File: src/rtl/axi_rd_arbiter_if.sv
// axi_rd_arbiter_if
// One AXI read-channel link (AR + R) between a requester and a responder.
//   master modport : drives ar_valid/ar_addr/ar_len/ar_size and r_ready,
//                    receives ar_ready and r_valid/r_data/r_resp/r_last.
//   slave modport  : the mirror image.
// ar_len is one bit: 0 = single beat, 1 = two-beat burst.
interface axi_rd_arbiter_if #(
  parameter int AXI_ADDR_WIDTH = 32,
  parameter int AXI_DATA_WIDTH = 64
);
  logic                      ar_valid;
  logic                      ar_ready;
  logic [AXI_ADDR_WIDTH-1:0] ar_addr;
  logic                      ar_len;
  logic [2:0]                ar_size;
  logic                      r_valid;
  logic                      r_ready;
  logic [AXI_DATA_WIDTH-1:0] r_data;
  logic [1:0]                r_resp;
  logic                      r_last;

  modport master (
    output ar_valid, ar_addr, ar_len, ar_size, r_ready,
    input  ar_ready, r_valid, r_data, r_resp, r_last
  );

  modport slave (
    input  ar_valid, ar_addr, ar_len, ar_size, r_ready,
    output ar_ready, r_valid, r_data, r_resp, r_last
  );
endinterface

File: src/rtl/axi_rd_arbiter.sv
// axi_rd_arbiter
// Two-master to one-slave AXI read arbiter (m0 = IFU, m1 = LSU) in front of
// the SRAM slave. One transaction outstanding at a time; the winner owns AR
// and R until its last R beat is accepted.
// Ports:
//   clk, rst : clock, synchronous active-high reset
//   m0, m1   : requester links (slave modport of axi_rd_arbiter_if)
//   s        : downstream link to the SRAM slave (master modport)
// Build option:
//   AXI_RD_ARB_RR_EN defined   -> round-robin tie-break (m1 wins first tie)
//   AXI_RD_ARB_RR_EN undefined -> fixed priority, m1 wins every tie
// AR and R paths are pure muxes; only the state and grant are registered.
module axi_rd_arbiter #(
  parameter int AXI_ADDR_WIDTH = 32,
  parameter int AXI_DATA_WIDTH = 64
) (
  input logic              clk,
  input logic              rst,
  axi_rd_arbiter_if.slave  m0,
  axi_rd_arbiter_if.slave  m1,
  axi_rd_arbiter_if.master s
);

  typedef enum logic [1:0] {IDLE, AR, R} state_t;

  state_t                    state;
  logic                      gnt;
  logic                      gnt_next;
  logic                      sel_ar_valid;
  logic [AXI_ADDR_WIDTH-1:0] sel_ar_addr;
  logic                      sel_ar_len;
  logic [2:0]                sel_ar_size;
  logic                      sel_r_ready;
  logic                      ar_fire;
  logic                      r_done;

`ifdef AXI_RD_ARB_RR_EN
  // Master served by the most recent completed transaction; reset to m0 so
  // that the first tie goes to m1.
  logic last_served;

  always_comb begin
    if (m0.ar_valid && m1.ar_valid) gnt_next = ~last_served;
    else                            gnt_next = m1.ar_valid;
  end
`else
  // m1 wins a tie; a lone requester wins either way.
  always_comb gnt_next = m1.ar_valid;
`endif

  assign sel_ar_valid = gnt ? m1.ar_valid : m0.ar_valid;
  assign sel_ar_addr  = gnt ? m1.ar_addr  : m0.ar_addr;
  assign sel_ar_len   = gnt ? m1.ar_len   : m0.ar_len;
  assign sel_ar_size  = gnt ? m1.ar_size  : m0.ar_size;
  assign sel_r_ready  = gnt ? m1.r_ready  : m0.r_ready;

  assign ar_fire = (state == AR) && sel_ar_valid && s.ar_ready;
  // Only the beat flagged last ends the grant; earlier burst beats stay in R.
  assign r_done  = (state == R) && s.r_valid && sel_r_ready && s.r_last;

  always_ff @(posedge clk) begin
    if (rst) begin
      state <= IDLE;
      gnt   <= 1'b0;
`ifdef AXI_RD_ARB_RR_EN
      last_served <= 1'b0;
`endif
    end else begin
      case (state)
        IDLE: begin
          if (m0.ar_valid || m1.ar_valid) begin
            gnt   <= gnt_next;
            state <= AR;
          end
        end
        AR: begin
          // A granted master that drops ar_valid simply parks us here.
          if (ar_fire) state <= R;
        end
        R: begin
          if (r_done) begin
            state <= IDLE;
`ifdef AXI_RD_ARB_RR_EN
            last_served <= gnt;
`endif
          end
        end
        default: state <= IDLE;
      endcase
    end
  end

  // Output steering: everything is zero unless the state routes it.
  always_comb begin
    s.ar_valid  = 1'b0;
    s.ar_addr   = {AXI_ADDR_WIDTH{1'b0}};
    s.ar_len    = 1'b0;
    s.ar_size   = 3'd0;
    s.r_ready   = 1'b0;
    m0.ar_ready = 1'b0;
    m0.r_valid  = 1'b0;
    m0.r_data   = {AXI_DATA_WIDTH{1'b0}};
    m0.r_resp   = 2'd0;
    m0.r_last   = 1'b0;
    m1.ar_ready = 1'b0;
    m1.r_valid  = 1'b0;
    m1.r_data   = {AXI_DATA_WIDTH{1'b0}};
    m1.r_resp   = 2'd0;
    m1.r_last   = 1'b0;
    case (state)
      AR: begin
        s.ar_valid = sel_ar_valid;
        s.ar_addr  = sel_ar_addr;
        s.ar_len   = sel_ar_len;
        s.ar_size  = sel_ar_size;
        if (gnt) m1.ar_ready = s.ar_ready;
        else     m0.ar_ready = s.ar_ready;
      end
      R: begin
        s.r_ready = sel_r_ready;
        if (gnt) begin
          m1.r_valid = s.r_valid;
          m1.r_data  = s.r_data;
          m1.r_resp  = s.r_resp;
          m1.r_last  = s.r_last;
        end else begin
          m0.r_valid = s.r_valid;
          m0.r_data  = s.r_data;
          m0.r_resp  = s.r_resp;
          m0.r_last  = s.r_last;
        end
      end
      default: ;
    endcase
  end

endmodule

File: src/flat_wrapper.sv
// flat-port wrapper written by rule: the top's interface ports become plain ports
module axi_rd_arbiter_flat 
#(
  parameter int AXI_ADDR_WIDTH = 32,
  parameter int AXI_DATA_WIDTH = 64
)
  (clk, rst, m0_ar_valid, m0_ar_addr, m0_ar_len, m0_ar_size, m0_r_ready, m0_ar_ready, m0_r_valid, m0_r_data, m0_r_resp, m0_r_last, m1_ar_valid, m1_ar_addr, m1_ar_len, m1_ar_size, m1_r_ready, m1_ar_ready, m1_r_valid, m1_r_data, m1_r_resp, m1_r_last, s_ar_valid, s_ar_addr, s_ar_len, s_ar_size, s_r_ready, s_ar_ready, s_r_valid, s_r_data, s_r_resp, s_r_last);
  axi_rd_arbiter_if #(.AXI_ADDR_WIDTH(AXI_ADDR_WIDTH), .AXI_DATA_WIDTH(AXI_DATA_WIDTH)) m0_i ();
  axi_rd_arbiter_if #(.AXI_ADDR_WIDTH(AXI_ADDR_WIDTH), .AXI_DATA_WIDTH(AXI_DATA_WIDTH)) m1_i ();
  axi_rd_arbiter_if #(.AXI_ADDR_WIDTH(AXI_ADDR_WIDTH), .AXI_DATA_WIDTH(AXI_DATA_WIDTH)) s_i ();
  input logic clk;
  input logic rst;
  input wire logic [$bits(m0_i.ar_valid)-1:0] m0_ar_valid;
  input wire logic [$bits(m0_i.ar_addr)-1:0] m0_ar_addr;
  input wire logic [$bits(m0_i.ar_len)-1:0] m0_ar_len;
  input wire logic [$bits(m0_i.ar_size)-1:0] m0_ar_size;
  input wire logic [$bits(m0_i.r_ready)-1:0] m0_r_ready;
  output wire logic [$bits(m0_i.ar_ready)-1:0] m0_ar_ready;
  output wire logic [$bits(m0_i.r_valid)-1:0] m0_r_valid;
  output wire logic [$bits(m0_i.r_data)-1:0] m0_r_data;
  output wire logic [$bits(m0_i.r_resp)-1:0] m0_r_resp;
  output wire logic [$bits(m0_i.r_last)-1:0] m0_r_last;
  input wire logic [$bits(m1_i.ar_valid)-1:0] m1_ar_valid;
  input wire logic [$bits(m1_i.ar_addr)-1:0] m1_ar_addr;
  input wire logic [$bits(m1_i.ar_len)-1:0] m1_ar_len;
  input wire logic [$bits(m1_i.ar_size)-1:0] m1_ar_size;
  input wire logic [$bits(m1_i.r_ready)-1:0] m1_r_ready;
  output wire logic [$bits(m1_i.ar_ready)-1:0] m1_ar_ready;
  output wire logic [$bits(m1_i.r_valid)-1:0] m1_r_valid;
  output wire logic [$bits(m1_i.r_data)-1:0] m1_r_data;
  output wire logic [$bits(m1_i.r_resp)-1:0] m1_r_resp;
  output wire logic [$bits(m1_i.r_last)-1:0] m1_r_last;
  output wire logic [$bits(s_i.ar_valid)-1:0] s_ar_valid;
  output wire logic [$bits(s_i.ar_addr)-1:0] s_ar_addr;
  output wire logic [$bits(s_i.ar_len)-1:0] s_ar_len;
  output wire logic [$bits(s_i.ar_size)-1:0] s_ar_size;
  output wire logic [$bits(s_i.r_ready)-1:0] s_r_ready;
  input wire logic [$bits(s_i.ar_ready)-1:0] s_ar_ready;
  input wire logic [$bits(s_i.r_valid)-1:0] s_r_valid;
  input wire logic [$bits(s_i.r_data)-1:0] s_r_data;
  input wire logic [$bits(s_i.r_resp)-1:0] s_r_resp;
  input wire logic [$bits(s_i.r_last)-1:0] s_r_last;
  assign m0_i.ar_valid = m0_ar_valid;
  assign m0_i.ar_addr = m0_ar_addr;
  assign m0_i.ar_len = m0_ar_len;
  assign m0_i.ar_size = m0_ar_size;
  assign m0_i.r_ready = m0_r_ready;
  assign m0_ar_ready = m0_i.ar_ready;
  assign m0_r_valid = m0_i.r_valid;
  assign m0_r_data = m0_i.r_data;
  assign m0_r_resp = m0_i.r_resp;
  assign m0_r_last = m0_i.r_last;
  assign m1_i.ar_valid = m1_ar_valid;
  assign m1_i.ar_addr = m1_ar_addr;
  assign m1_i.ar_len = m1_ar_len;
  assign m1_i.ar_size = m1_ar_size;
  assign m1_i.r_ready = m1_r_ready;
  assign m1_ar_ready = m1_i.ar_ready;
  assign m1_r_valid = m1_i.r_valid;
  assign m1_r_data = m1_i.r_data;
  assign m1_r_resp = m1_i.r_resp;
  assign m1_r_last = m1_i.r_last;
  assign s_ar_valid = s_i.ar_valid;
  assign s_ar_addr = s_i.ar_addr;
  assign s_ar_len = s_i.ar_len;
  assign s_ar_size = s_i.ar_size;
  assign s_r_ready = s_i.r_ready;
  assign s_i.ar_ready = s_ar_ready;
  assign s_i.r_valid = s_r_valid;
  assign s_i.r_data = s_r_data;
  assign s_i.r_resp = s_r_resp;
  assign s_i.r_last = s_r_last;
  axi_rd_arbiter #(.AXI_ADDR_WIDTH(AXI_ADDR_WIDTH), .AXI_DATA_WIDTH(AXI_DATA_WIDTH)) u_core (.clk(clk), .rst(rst), .m0(m0_i), .m1(m1_i), .s(s_i));
endmodule
File: config.mk
export PLATFORM = sky130hd
export DESIGN_NAME = axi_rd_arbiter_flat
export DESIGN_NICKNAME = d
export VERILOG_FILES = /design/src/rtl/axi_rd_arbiter_if.sv /design/src/rtl/axi_rd_arbiter.sv /design/src/flat_wrapper.sv
export SDC_FILE = /design/constraint.sdc
export NUM_CORES = 1
export LEC_CHECK = 0
export BUFFER_PORTS_ARGS = -buffer_cell sky130_fd_sc_hd__buf_2
export CAP_MARGIN = 15
export CORE_AREA = 2 2 124 126
export DETAILED_ROUTE_END_ITERATION = 8
export DIE_AREA = 0 0 126 128
export GPL_ROUTABILITY_DRIVEN = 1
export GPL_TIMING_DRIVEN = 0
export PLACE_DENSITY = 0.53
export SLEW_MARGIN = 20
export SYNTH_ARGS = -nofsm -noshare
export SYNTH_HDL_FRONTEND = slang
export SYNTH_SLANG_ARGS = --single-unit
File: constraint.sdc
create_clock -name clk -period 2.7 [get_ports clk]
set_input_delay 0 -clock clk [delete_from_list [all_inputs] [get_ports clk]]
set_output_delay 0 -clock clk [all_outputs]
set_load 0.02 [all_outputs]
==> impl_results.md <==
* Largest net degree at the start of global routing at 11
* IO Count at 323
* Yosys top cell area share at 0.5090
* Clock latency on the worst-skew pair at 230 ps
* CTS tree: done
* RePlAce Congestion at 0.7532
* Peak VDD IR at 0.1284 mV
* Period utilization at 0.6880
* Crit end category: output port
* Die width at 126 um
* Vias in the first global route at 2626
* Placed Cells incl. Taps at between 700 and 800
* Peak Freq at 538.3 MHz
* Routed wire per std cell at 12.90 um
* CTS clock-pin slew for the worst setup and hold paths at approximately 30 ps
* Most common cell after layout, fill and taps aside: buf_2
* Slew @ Worst Pin at 424.6 ps
* Cell Pwr Density at 211.9 mW/mm^2
* Fillers at 1723
* Synth Register Bits at 3
* Final-report max-slew violation count at 0
* Num CTS Buffers at 3
* Hold Crit Class: input port to flip-flop
* Leading post-synthesis cells by cell area: and2_1 51%, mux2i_1 23%, nor2_1 9.0%, dfxtp_1 3.6%, buf_4 3.6%
* H-tree lvl count at 1
* Mapped Cells at 257
* Status: completed
* Worst Path Required at between 2000 and 3000 ps
* Synth warnings at 0
* Overflow after GRT at 0
* Residual DRC count at 0
* Syn Area/Cell at approximately 6.5 sq um
* Clock root buffer: clkbuf_16
* Final setup viols at 0
* Critical path data arrival time at 1860 ps
* Crit start category: flip-flop
* Core box area at 0.01486 sq mm
* Syn Std Cell Area at 0.001672 sq mm
* Number of antenna violations at the first check in global routing at 0
* Drt pass-1 iters at 4
* Met1 wire length at 3821 um
* Crit path max fanout at 10
* Clock sinks at 3
* Total length of routed met2 wires at 5263 um
* Clock Skews at 0.8288 ps
* Static leakage at 2.326 nW
* Remaining antenna violation count at 0
* Post-synthesis sequential area ratio at 0.03593
* DIE HEIGHT at 128 um
* Area leader, netlist: and2_1
* Rows at 45
* Top routing layer in use: met4
* Total global-route track usage at 0.1084
* Setup CP Type: flip-flop to output port
* RSZ-0062 raised after global routing: false
* Post-DP HPWL at 9072 um
* Fin crit period at 1858 ps
* Syn nets at between 400 and 500
* First-pass GRT wire length at 13890 um
* Post-Layout Cell Count at 772
* Layout area overhead at 115.8%
* Die area at 0.01613 sq mm
* Final Hold Viols at 0
* DR vias at around 2900
* Max-cap violations at 0
* Nets at ~730
* # diodes at 0
* Worst rel slew slack at 0.7169
* Vias per cell at 3.727
* Layout cells sized above 1 at 0.5839
* Initial Utilization at 0.1125
* Met3 WL post-DR at 817 um
* # port buffers at 322
* Post-synthesis cell type count at 19
* Most frequent cells in the layout: 327 x buf_2, 136 x and2_1, 40 x nor2_1
* Routed WL at 9956 um
* Clock buffer depth at 2
* Drt initial violations at 65
* CTS resizes at 0
* TNS Setup at 0 ps
logic make-up after synthesis:
| kind of cell | share of synthesized area |
|---|---|
| flops | 0.03593 |
| simple gates | 0.6415 |
| compound gates | 0.01722 |
| buf+inv | 0.07785 |
| mux | 0.2275 |
metrics by stage:
stage | hold WS (ps) | area [sq um] | power, W | util | setup WS, ps
after global placement | 212.7 | 3518 | 0.0005301 | 0.2367 | 996.6
after floorplan | 69.07 | 1672 | 0.0003100 | - | 1386
after CTS | 39.16 | 3607 | 0.0007773 | 0.2427 | 758.7
after detailed placement | 211.3 | 3518 | 0.0005319 | 0.2367 | 1002
after global routing | 56.69 | 3607 | 0.0008192 | 0.2427 | 683.6
final | 44.86 | 3607 | 0.0007644 | 0.2427 | 842.4
timing repair:
| item | CTS | global route |
|---|---|---|
| hold buffers | 1 | 0 |
| buffers inserted | 0 | 0 |
| endpoints found under the hold margin | 2 | 0 |
flip-flops by register name (all words and copies together), names as in the netlist:
| signal | cells |
|---|---|
| u_core.gnt | 1 |
| u_core.state | 2 |
area by class of cell:
| cell class | count | area [sq um] | share of cell area |
|---|---|---|---|
| Timing Repair Buffer | 323 | 1622 | 0.4495 |
| Multi-Input combinational cell | 229 | 1481 | 0.4107 |
| Tap cell | 188 | 235.2 | 0.06521 |
| Buffer | 23 | 122.6 | 0.03399 |
| Clock buffer | 4 | 78.83 | 0.02185 |
| Sequential cell | 3 | 60.06 | 0.01665 |
| Inverter | 2 | 7.507 | 0.002081 |
metal layers:
layer | global-route usage | vias to the layer above
li1 | - | 1459
met1 | 0.1205 | 1225
met2 | 0.2201 | 188
met3 | 0.01544 | 5
met4 | 0.01551 | 0
met5 | 0 | -
Yosys cell counts:
master	n
clkbuf_1	10
nand2b_1	1
buf_2	5
or4b_1	1
o32ai_1	1
and2_1	136
dfxtp_1	3
inv_1	2
a21oi_1	1
nor3b_1	1
a21o_1	1
nor3_1	2
o31ai_1	1
nor2_2	2
mux2i_1	38
nor2_1	40
nand2_1	3
nand2b_4	1
buf_4	8
where the power goes:
part           switching (W)  internal [W]
Combinational       0.000266      0.000208
Sequential        0.00000337     0.0000484
Clock              0.0000437      0.000195
Total               0.000313      0.000452
critical path: stages, from the launching register on:
cell and delay, ps:
dfxtp_1 290, buf_4 150, inv_1 90, nor2_2 310, buf_4 230, buf_2 210, and2_1 170, buf_2 170
final timing paths:
check / end / slack (ps) / from / cells past startpoint
min: u_core.gnt$_SDFFE_PP0P_ / 40 / m1_ar_valid / 3
max reg2reg: u_core.state[1]$_SDFFE_PP0P_ / 1410 / u_core.state[1]$_SDFFE_PP0P_ / 3
max: m1_r_data[51] / 840 / u_core.gnt$_SDFFE_PP0P_ / 7
min reg2reg: u_core.state[0]$_SDFFE_PP0P_ / 530 / u_core.state[1]$_SDFFE_PP0P_ / 1
Note: power is estimated with default switching activity, not from simulation.
